--- config.mk ---
export PLATFORM = sky130hd
export DESIGN_NAME = decode_stage
export DESIGN_NICKNAME = d
export VERILOG_FILES = /design/src/rtl/mips_pkg.sv /design/src/rtl/decode_ctrl.sv /design/src/rtl/decode_stage.sv
export SDC_FILE = /design/constraint.sdc
export NUM_CORES = 1
export LEC_CHECK = 0
export ABC_AREA = 1
export BUFFER_PORTS_ARGS = -buffer_cell sky130_fd_sc_hd__buf_2
export CORE_UTILIZATION = 30
export DETAILED_ROUTE_END_ITERATION = 16
export PLACE_DENSITY_LB_ADDON = 0.2
export SYNTH_ARGS = -nofsm -noshare
export SYNTH_HDL_FRONTEND = slang
export SYNTH_HIERARCHICAL = 1
export SYNTH_SLANG_ARGS = --single-unit
--- constraint.sdc ---
create_clock -name clk -period 3.2 [get_ports clk]
set_input_delay 0.64 -clock clk [delete_from_list [all_inputs] [get_ports clk]]
set_output_delay 0.64 -clock clk [all_outputs]
set_load 0.01 [all_outputs]
--- src/rtl/mips_pkg.sv ---
// Shared MIPS decode types: ALU ops, control bundle, opcode/funct encodings
// and the operand bypass helper used by the decode stage.
package mips_pkg;

    localparam int unsigned DATA_W = 32;
    localparam int unsigned REG_AW = 5;
    localparam int unsigned NREGS  = 32;

    localparam logic [5:0] OP_RTYPE = 6'h00;
    localparam logic [5:0] OP_BEQ   = 6'h04;
    localparam logic [5:0] OP_ADDI  = 6'h08;
    localparam logic [5:0] OP_ANDI  = 6'h0C;
    localparam logic [5:0] OP_ORI   = 6'h0D;
    localparam logic [5:0] OP_LW    = 6'h23;
    localparam logic [5:0] OP_SW    = 6'h2B;

    localparam logic [5:0] FN_ADD = 6'h20;
    localparam logic [5:0] FN_SUB = 6'h22;
    localparam logic [5:0] FN_AND = 6'h24;
    localparam logic [5:0] FN_OR  = 6'h25;
    localparam logic [5:0] FN_SLT = 6'h2A;

    typedef enum logic [2:0] {
        ALU_ADD = 3'd0,
        ALU_SUB = 3'd1,
        ALU_AND = 3'd2,
        ALU_OR  = 3'd3,
        ALU_SLT = 3'd4
    } alu_op_t;

    typedef struct packed {
        alu_op_t alu_op;
        logic    alu_src_imm;
        logic    reg_write;
        logic    mem_read;
        logic    mem_write;
        logic    branch;
        logic    illegal;
    } ctrl_t;

    typedef struct packed {
        logic [DATA_W-1:0] pc;
        logic [DATA_W-1:0] rs_data;
        logic [DATA_W-1:0] rt_data;
        logic [DATA_W-1:0] imm;
        logic [REG_AW-1:0] dst;
        ctrl_t             ctrl;
    } slot_t;

    typedef enum logic {
        SLOT_EMPTY = 1'b0,
        SLOT_FULL  = 1'b1
    } slot_state_t;

    // r0 reads as zero; a writeback landing this edge overrides the stale file read.
    function automatic logic [DATA_W-1:0] bypass(
        input logic [REG_AW-1:0] idx,
        input logic [DATA_W-1:0] rf_data,
        input logic              wb_v,
        input logic [REG_AW-1:0] wb_idx,
        input logic [DATA_W-1:0] wb_d
    );
        logic [DATA_W-1:0] res;
        res = rf_data;
        if (idx == '0) begin
            res = '0;
        end else if (wb_v && (wb_idx == idx)) begin
            res = wb_d;
        end
        return res;
    endfunction

endpackage

--- src/rtl/decode_ctrl.sv ---
// Combinational MIPS decoder: control bundle, destination, source-use flags
// and extended immediate for one instruction word.
module decode_ctrl
    import mips_pkg::*;
(
    input  logic [DATA_W-1:0] instr,
    output ctrl_t             ctrl_c,
    output logic [REG_AW-1:0] rs_c,
    output logic [REG_AW-1:0] rt_c,
    output logic [REG_AW-1:0] dst_c,
    output logic              use_rs_c,
    output logic              use_rt_c,
    output logic [DATA_W-1:0] imm_c
);

    logic [5:0]        opcode;
    logic [5:0]        funct;
    logic [REG_AW-1:0] rd;
    logic [DATA_W-1:0] imm_s;
    logic [DATA_W-1:0] imm_z;

    assign opcode = instr[31:26];
    assign funct  = instr[5:0];
    assign rs_c   = instr[25:21];
    assign rt_c   = instr[20:16];
    assign rd     = instr[15:11];
    assign imm_s  = {{16{instr[15]}}, instr[15:0]};
    assign imm_z  = {16'h0000, instr[15:0]};

    always_comb begin
        ctrl_c   = '0;
        dst_c    = '0;
        use_rs_c = 1'b0;
        use_rt_c = 1'b0;
        imm_c    = '0;
        unique case (opcode)
            OP_RTYPE: begin
                use_rs_c         = 1'b1;
                use_rt_c         = 1'b1;
                dst_c            = rd;
                ctrl_c.reg_write = 1'b1;
                unique case (funct)
                    FN_ADD:  ctrl_c.alu_op = ALU_ADD;
                    FN_SUB:  ctrl_c.alu_op = ALU_SUB;
                    FN_AND:  ctrl_c.alu_op = ALU_AND;
                    FN_OR:   ctrl_c.alu_op = ALU_OR;
                    FN_SLT:  ctrl_c.alu_op = ALU_SLT;
                    default: ctrl_c.illegal = 1'b1;
                endcase
            end
            OP_ADDI, OP_ANDI, OP_ORI, OP_LW: begin
                use_rs_c           = 1'b1;
                dst_c              = rt_c;
                ctrl_c.alu_src_imm = 1'b1;
                ctrl_c.reg_write   = 1'b1;
                ctrl_c.mem_read    = (opcode == OP_LW);
                imm_c              = imm_s;
                if (opcode == OP_ANDI) begin
                    ctrl_c.alu_op = ALU_AND;
                    imm_c         = imm_z;
                end else if (opcode == OP_ORI) begin
                    ctrl_c.alu_op = ALU_OR;
                    imm_c         = imm_z;
                end
            end
            OP_SW: begin
                use_rs_c           = 1'b1;
                use_rt_c           = 1'b1;
                ctrl_c.alu_src_imm = 1'b1;
                ctrl_c.mem_write   = 1'b1;
                imm_c              = imm_s;
            end
            OP_BEQ: begin
                use_rs_c      = 1'b1;
                use_rt_c      = 1'b1;
                ctrl_c.alu_op = ALU_SUB;
                ctrl_c.branch = 1'b1;
                imm_c         = imm_s;
            end
            default: ctrl_c.illegal = 1'b1;
        endcase
        // Illegal words must not touch architectural state or stall on sources.
        if (ctrl_c.illegal) begin
            ctrl_c   = '0;
            ctrl_c.illegal = 1'b1;
            dst_c    = '0;
            use_rs_c = 1'b0;
            use_rt_c = 1'b0;
            imm_c    = '0;
        end
        if (dst_c == '0) begin
            ctrl_c.reg_write = 1'b0;
        end
    end

endmodule

--- src/rtl/decode_stage.sv ---
// MIPS decode stage: register-file read, busy scoreboard hazard stall,
// writeback bypass, and a one-entry output slot towards execute.
module decode_stage
    import mips_pkg::*;
(
    input  logic              clk,
    input  logic              rst_n,
    input  logic              in_valid,
    output logic              in_ready,
    input  logic [DATA_W-1:0] instr,
    input  logic [DATA_W-1:0] in_pc,
    output logic [REG_AW-1:0] read_1,
    output logic [REG_AW-1:0] read_2,
    input  logic [DATA_W-1:0] data_reg_1,
    input  logic [DATA_W-1:0] data_reg_2,
    input  logic              wb_valid,
    input  logic [REG_AW-1:0] wb_dst,
    input  logic [DATA_W-1:0] wb_data,
    input  logic              flush,
    output logic              out_valid,
    input  logic              out_ready,
    output logic [DATA_W-1:0] out_rs_data,
    output logic [DATA_W-1:0] out_rt_data,
    output logic [DATA_W-1:0] out_imm,
    output logic [REG_AW-1:0] out_dst,
    output ctrl_t             out_ctrl,
    output logic [DATA_W-1:0] out_pc
);

    ctrl_t             dec_ctrl;
    logic [REG_AW-1:0] rs_idx;
    logic [REG_AW-1:0] rt_idx;
    logic [REG_AW-1:0] dec_dst;
    logic              use_rs;
    logic              use_rt;
    logic [DATA_W-1:0] dec_imm;

    slot_state_t       state_q, state_d;
    slot_t             slot_q, slot_d;
    logic [NREGS-1:0]  busy_q, busy_d;
    logic [NREGS-1:0]  wb_clr, flush_clr, issue_set, busy_live;
    logic              stall, accept;

    decode_ctrl u_decode_ctrl (
        .instr    (instr),
        .ctrl_c   (dec_ctrl),
        .rs_c     (rs_idx),
        .rt_c     (rt_idx),
        .dst_c    (dec_dst),
        .use_rs_c (use_rs),
        .use_rt_c (use_rt),
        .imm_c    (dec_imm)
    );

    assign read_1 = rs_idx;
    assign read_2 = rt_idx;

    // Hazard check sees the scoreboard after this cycle's writeback retires.
    always_comb begin
        wb_clr = '0;
        if (wb_valid && (wb_dst != '0)) begin
            wb_clr[wb_dst] = 1'b1;
        end
        busy_live = busy_q & ~wb_clr;
        stall = (use_rs && busy_live[rs_idx])
              || (use_rt && busy_live[rt_idx])
              || busy_live[dec_dst];
    end

    // Slot state register.
    always_ff @(posedge clk or negedge rst_n) begin
        if (!rst_n) begin
            state_q <= SLOT_EMPTY;
        end else begin
            state_q <= state_d;
        end
    end

    // Slot next-state.
    always_comb begin
        state_d = state_q;
        unique case (state_q)
            SLOT_EMPTY: if (accept) state_d = SLOT_FULL;
            SLOT_FULL: begin
                if (accept) begin
                    state_d = SLOT_FULL;
                end else if (out_ready || flush) begin
                    state_d = SLOT_EMPTY;
                end
            end
            default: state_d = SLOT_EMPTY;
        endcase
    end

    // Slot outputs and handshake.
    always_comb begin
        out_valid = (state_q == SLOT_FULL);
        in_ready  = rst_n && !stall && (!out_valid || out_ready || flush);
        accept    = in_valid && in_ready;
    end

    // Slot payload load and scoreboard update; issue set beats any clear.
    always_comb begin
        slot_d    = slot_q;
        flush_clr = '0;
        issue_set = '0;
        if (accept) begin
            slot_d.pc      = in_pc;
            slot_d.rs_data = bypass(rs_idx, data_reg_1, wb_valid, wb_dst, wb_data);
            slot_d.rt_data = bypass(rt_idx, data_reg_2, wb_valid, wb_dst, wb_data);
            slot_d.imm     = dec_imm;
            slot_d.dst     = dec_dst;
            slot_d.ctrl    = dec_ctrl;
            if (dec_ctrl.reg_write) begin
                issue_set[dec_dst] = 1'b1;
            end
        end
        if (flush && out_valid && slot_q.ctrl.reg_write) begin
            flush_clr[slot_q.dst] = 1'b1;
        end
        busy_d = ((busy_q & ~wb_clr & ~flush_clr) | issue_set) & ~NREGS'(1);
    end

    always_ff @(posedge clk or negedge rst_n) begin
        if (!rst_n) begin
            slot_q <= '0;
            busy_q <= '0;
        end else begin
            slot_q <= slot_d;
            busy_q <= busy_d;
        end
    end

    assign out_rs_data = slot_q.rs_data;
    assign out_rt_data = slot_q.rt_data;
    assign out_imm     = slot_q.imm;
    assign out_dst     = slot_q.dst;
    assign out_ctrl    = slot_q.ctrl;
    assign out_pc      = slot_q.pc;

endmodule

==> results summary <==
The total net switching power came out at 1.997 mW. The gate family responsible for the most delay along the worst path is simple AND/OR/NAND/NOR gates. STA puts the critical path data arrival time at 2.93 ns.

The number of global-route vias before repair came to 11610. The internal portion of total power came out at 4.357 mW. The routed wire length per instance is 18.80 µm. Counting the fill cells in the layout gives 3581. For the worst flop-to-flop path, the logic depth is 20. The number of warnings reported in the yosys synthesis log came out at 6. The initial antenna violation count is 5. The number of nets at the end of the flow is 2130. Counting distinct cell types in the post-synthesis netlist gives 35. The classification of the worst setup path is in2out. The share of flip-flops with an asynchronous set or reset after synthesis is 100.0%.

The fraction of the cycle the final worst path needs is 111.5%. The met1 track demand over resource is 30.85%. The min-delay analysis places its worst path in the category in2reg. The cell area that synthesis handed to floorplanning was 10600 µm².

Clock tree synthesis found a total of 174 sinks. The clock slew at the register clock pins of the worst setup and hold paths came out at 0.07 ns. The maximum clock frequency is 280.2 MHz. The violation count after the first detailed-routing iteration is 899. The number of nets produced by synthesis came out at 1717. The largest clock skew in the final design is 0.01466 ns. The half-perimeter wire length after detailed placement is 31100 µm. The floorplan core area is 34630 µm². The first-pass detailed-route iteration total is 5. The most used flip-flop cell after synthesis is dfrtp_1. The vertical die dimension is 189.9 µm. The sequential power share came out at 40.0%. After synthesis the netlist holds a flip-flop and latch count of 174. The cell taking the most area after synthesis is dfrtp_1. The share of total power dissipated in combinational logic is 25.4%. The final routed wirelength across all metal layers is 45700 µm. The startpoint type of the worst setup path is an input pin. The finished layout holds 2430 standard cells, fillers aside.

The reg2reg setup slack came out at 0.23 ns. The maximum cell stage delay along the critical path came out at 0.23 ns. The chip width is 189.9 µm. Setup repair after global routing could not meet its margin everywhere. Setup violations remaining at the end of the flow were counted as 141. Walking the worst path, the cells encountered are buf_8 -> nor2_4 -> buf_6 -> nand3_4 -> nand3_4 -> nand2_4 -> a21oi_4 -> buf_6 -> nor2_2 -> nand2_2 -> inv_2 -> nand2_2 -> nor2_1 -> nor2_1 -> nand2_1 -> nor2_2 -> nand3_2 -> nor2_4 -> nand2_2 -> nor2_4 -> buf_6. Sorting the synthesized cells by how often they occur yields 541 x nand2_1, 267 x nand3_1, 174 x dfrtp_1, 84 x inv_1, 77 x nor2_1. The met2 global-route usage is 36.88%. The final count of pins violating max slew came to 0.

At the later pin of the worst-skew pair, clock insertion delay measures 0.45 ns. The area enclosed by the die boundary came out at 36070 µm². The critical path depth is 21. The remaining max-slew budget at the tightest pin is 43.62%.

The mean instance size in the synthesized netlist came out at 6.853 µm². The static leakage is 8.307 nW. The TritonCTS clock tree is built. The first-pass GRT wire length is 65610 µm.

The minimum hold slack came out at 0.4141 ns. In this run the most used layer during global routing was met2. The starting utilization of the core area is 30.60%. The area share of the largest cell type after synthesis is 41.10%.

The met3 usage in global routing came out at 5.239%. Buffers placed on the I/O ports in this run total 324. The routed via count is 12520.

The checks that failed: negative setup slack. The number of failing hold endpoints at the final stage came to 0. At the pin with the least slew margin, the transition time is 0.8457 ns. The number of max-cap violations came out at 0. The row count is 68. STA classifies the critical path endpoint as an output port. By area the synthesized netlist is led by dfrtp_1 41%, nand2_1 19%, nand3_1 13%, nand4_1 4.1%, a21oi_1 3.4%. The number of nets with antenna violations after routing came out at 0.

The run finished, with violations left. The total I/O pin count is 325. The largest net degree at the start of global routing is 97. Once routing completed, OpenROAD measured the worst setup slack at -0.3690 ns. The required time reported for the critical path endpoint is 2.56 ns.

Yosys mapped a number of flops with a built-in enable equal to 0. The largest buffer count on any clock path is 2. In this run the clock root is driven by a clkbuf_16. At the end of routability-driven placement, the weighted congestion stood at 0.9391. The combined global-route utilization of all metal layers is 23.41%. The average via count per standard cell is 5.151. The overall power of the completed layout is 6.354 mW.

The remaining routing DRC violations came out at 0. The part of the Yosys area used for sequential elements is 41.10%. The proportion of power drawn by the clock network is 34.6%. The worst-case IR drop observed on VDD is 0.0003993 V. Power spread over the standard cell area amounts to 412.4 nW/µm². The cell with the most instances after synthesis is nand2_1.

Along the worst path, the maximum fanout reaches 6. The number of H-tree branching levels is 4. The number of placed instances, taps included, is 2341. Clock tree synthesis inserted a total of 17 buffers.

Cells with a size suffix above 1 make up 33.43% of the layout. The number of instances in the synthesized netlist came out at 1546. Net switching is 31.43% of the power.

The synthesis-to-layout area growth is 45.42%. The slowest stage of the critical path belongs to the cell a21oi_4. The leftover overflow at the end of global routing came out at 0.

Counting I/O delays and the setup requirement, the final critical path takes 3.569 ns. The count of buffering cells on the critical path with inverters included is 5. The hold path depth came out at 3.
worst paths after layout:
kind,start,to
setup / recovery,instr[31],in_ready
hold / removal,in_pc[17],out_pc[17]
setup reg to reg,busy_q[27],out_rs_data[17]
hold reg to reg,out_rt_data[0],out_rt_data[0]
max in group asynchronous,rst_n,out_rt_data[29]
min in group asynchronous,rst_n,out_imm[7]
state kept, by name, indices dropped and copies added (netlist names):
register	flops
out_ctrl	9
busy_q	31
out_dst	5
out_rt_data	32
out_imm	32
out_valid	1
out_pc	32
out_rs_data	32
power by group through the flow:
stage | clock [mW] | combinational, mW | sequential [mW]
4_1_cts | 2.25 | 1.39 | 2.54
3_3_place_gp | 0 | 1.37 | 2.58
3_5_place_dp | 0 | 1.38 | 2.57
5_1_grt | 2.33 | 1.75 | 2.57
6_report | 2.20 | 1.61 | 2.54
2_1_floorplan | 0 | 0.569 | 2.68
layer usage:
| metal | wire length (µm) | vias to the layer above |
|---|---|---|
| li1 | - | 5932 |
| met2 | 21340 | 551 |
| met5 | 10 | - |
| met4 | 1371 | 2 |
| met1 | 19420 | 5938 |
| met3 | 3555 | 93 |
logic make-up (layout without fill, tap and decap cells):
| kind of cell | after synthesis | count (layout) | share of synthesized area (%) |
|---|---|---|---|
| other | 0 | 4 | 0 |
| and+or+nand+nor | 1013 | 1013 | 42.19 |
| buffers and inverters | 214 | 639 | 9.034 |
| DFF | 174 | 174 | 41.10 |
| AOI/OAI and AO/OA | 145 | 145 | 7.676 |
tightest hold or removal path, stage by stage:
cell and delay, ns:
buf_2 0.08, nand3_1 0.06, nand2_1 0.05
metrics by stage:
| stage | instance area (µm²) | setup TNS [ns] | setup slack, ns | util, % |
|---|---|---|---|---|
| after floorplan | 10630 | 0 | 0.004146 | - |
| after global placement | 13470 | -60.20 | -0.4664 | 38.89 |
| after detailed placement | 13470 | -63.64 | -0.4784 | 38.89 |
| after CTS | 14130 | -0.3735 | -0.3671 | 40.80 |
| after global routing | 15400 | -60.79 | -0.5160 | 44.49 |
| final | 15410 | -32.50 | -0.3690 | 44.49 |
layout by cell type (no fill, tap or decap), types with 6 or more instances in the layout:
cell type	n
a21oi_1	68
buf_12	16
buf_2	318
buf_4	132
buf_6	24
buf_8	7
clkbuf_16	32
dfrtp_1	174
inv_1	75
inv_2	12
nand2_1	521
nand2_2	19
nand2_4	6
nand3_1	237
nand3_2	30
nand4_1	70
nor2_1	66
nor2_2	12
nor2_4	11
nor3_1	27
o21a_1	9
o21ai_0	28
o21ai_1	8
o21bai_1	7
cell type report:
type	count	area (µm²)	area share, %
multi-input combinational	1158	5769	37.45
inverter	92	360.3	2.339
timing repair buffer	516	3746	24.31
clock inverter	8	130.1	0.8446
clock buffer	23	467.9	3.037
tap	455	569.3	3.695
sequential	174	4354	28.26
antenna	4	10.01	0.06497
timing repair:
item / 4_1_cts / 5_1_grt
cloned: 0 / 21
hold endpoints to repair: 3 / 0
setup buffers: 1 / 31
hold buffers: 1 / 0
endpoints found under the setup margin: 1 / 175
gates resized for setup: 11 / 143
pin swaps: 4 / 66
(Power assumes the default switching activity.)
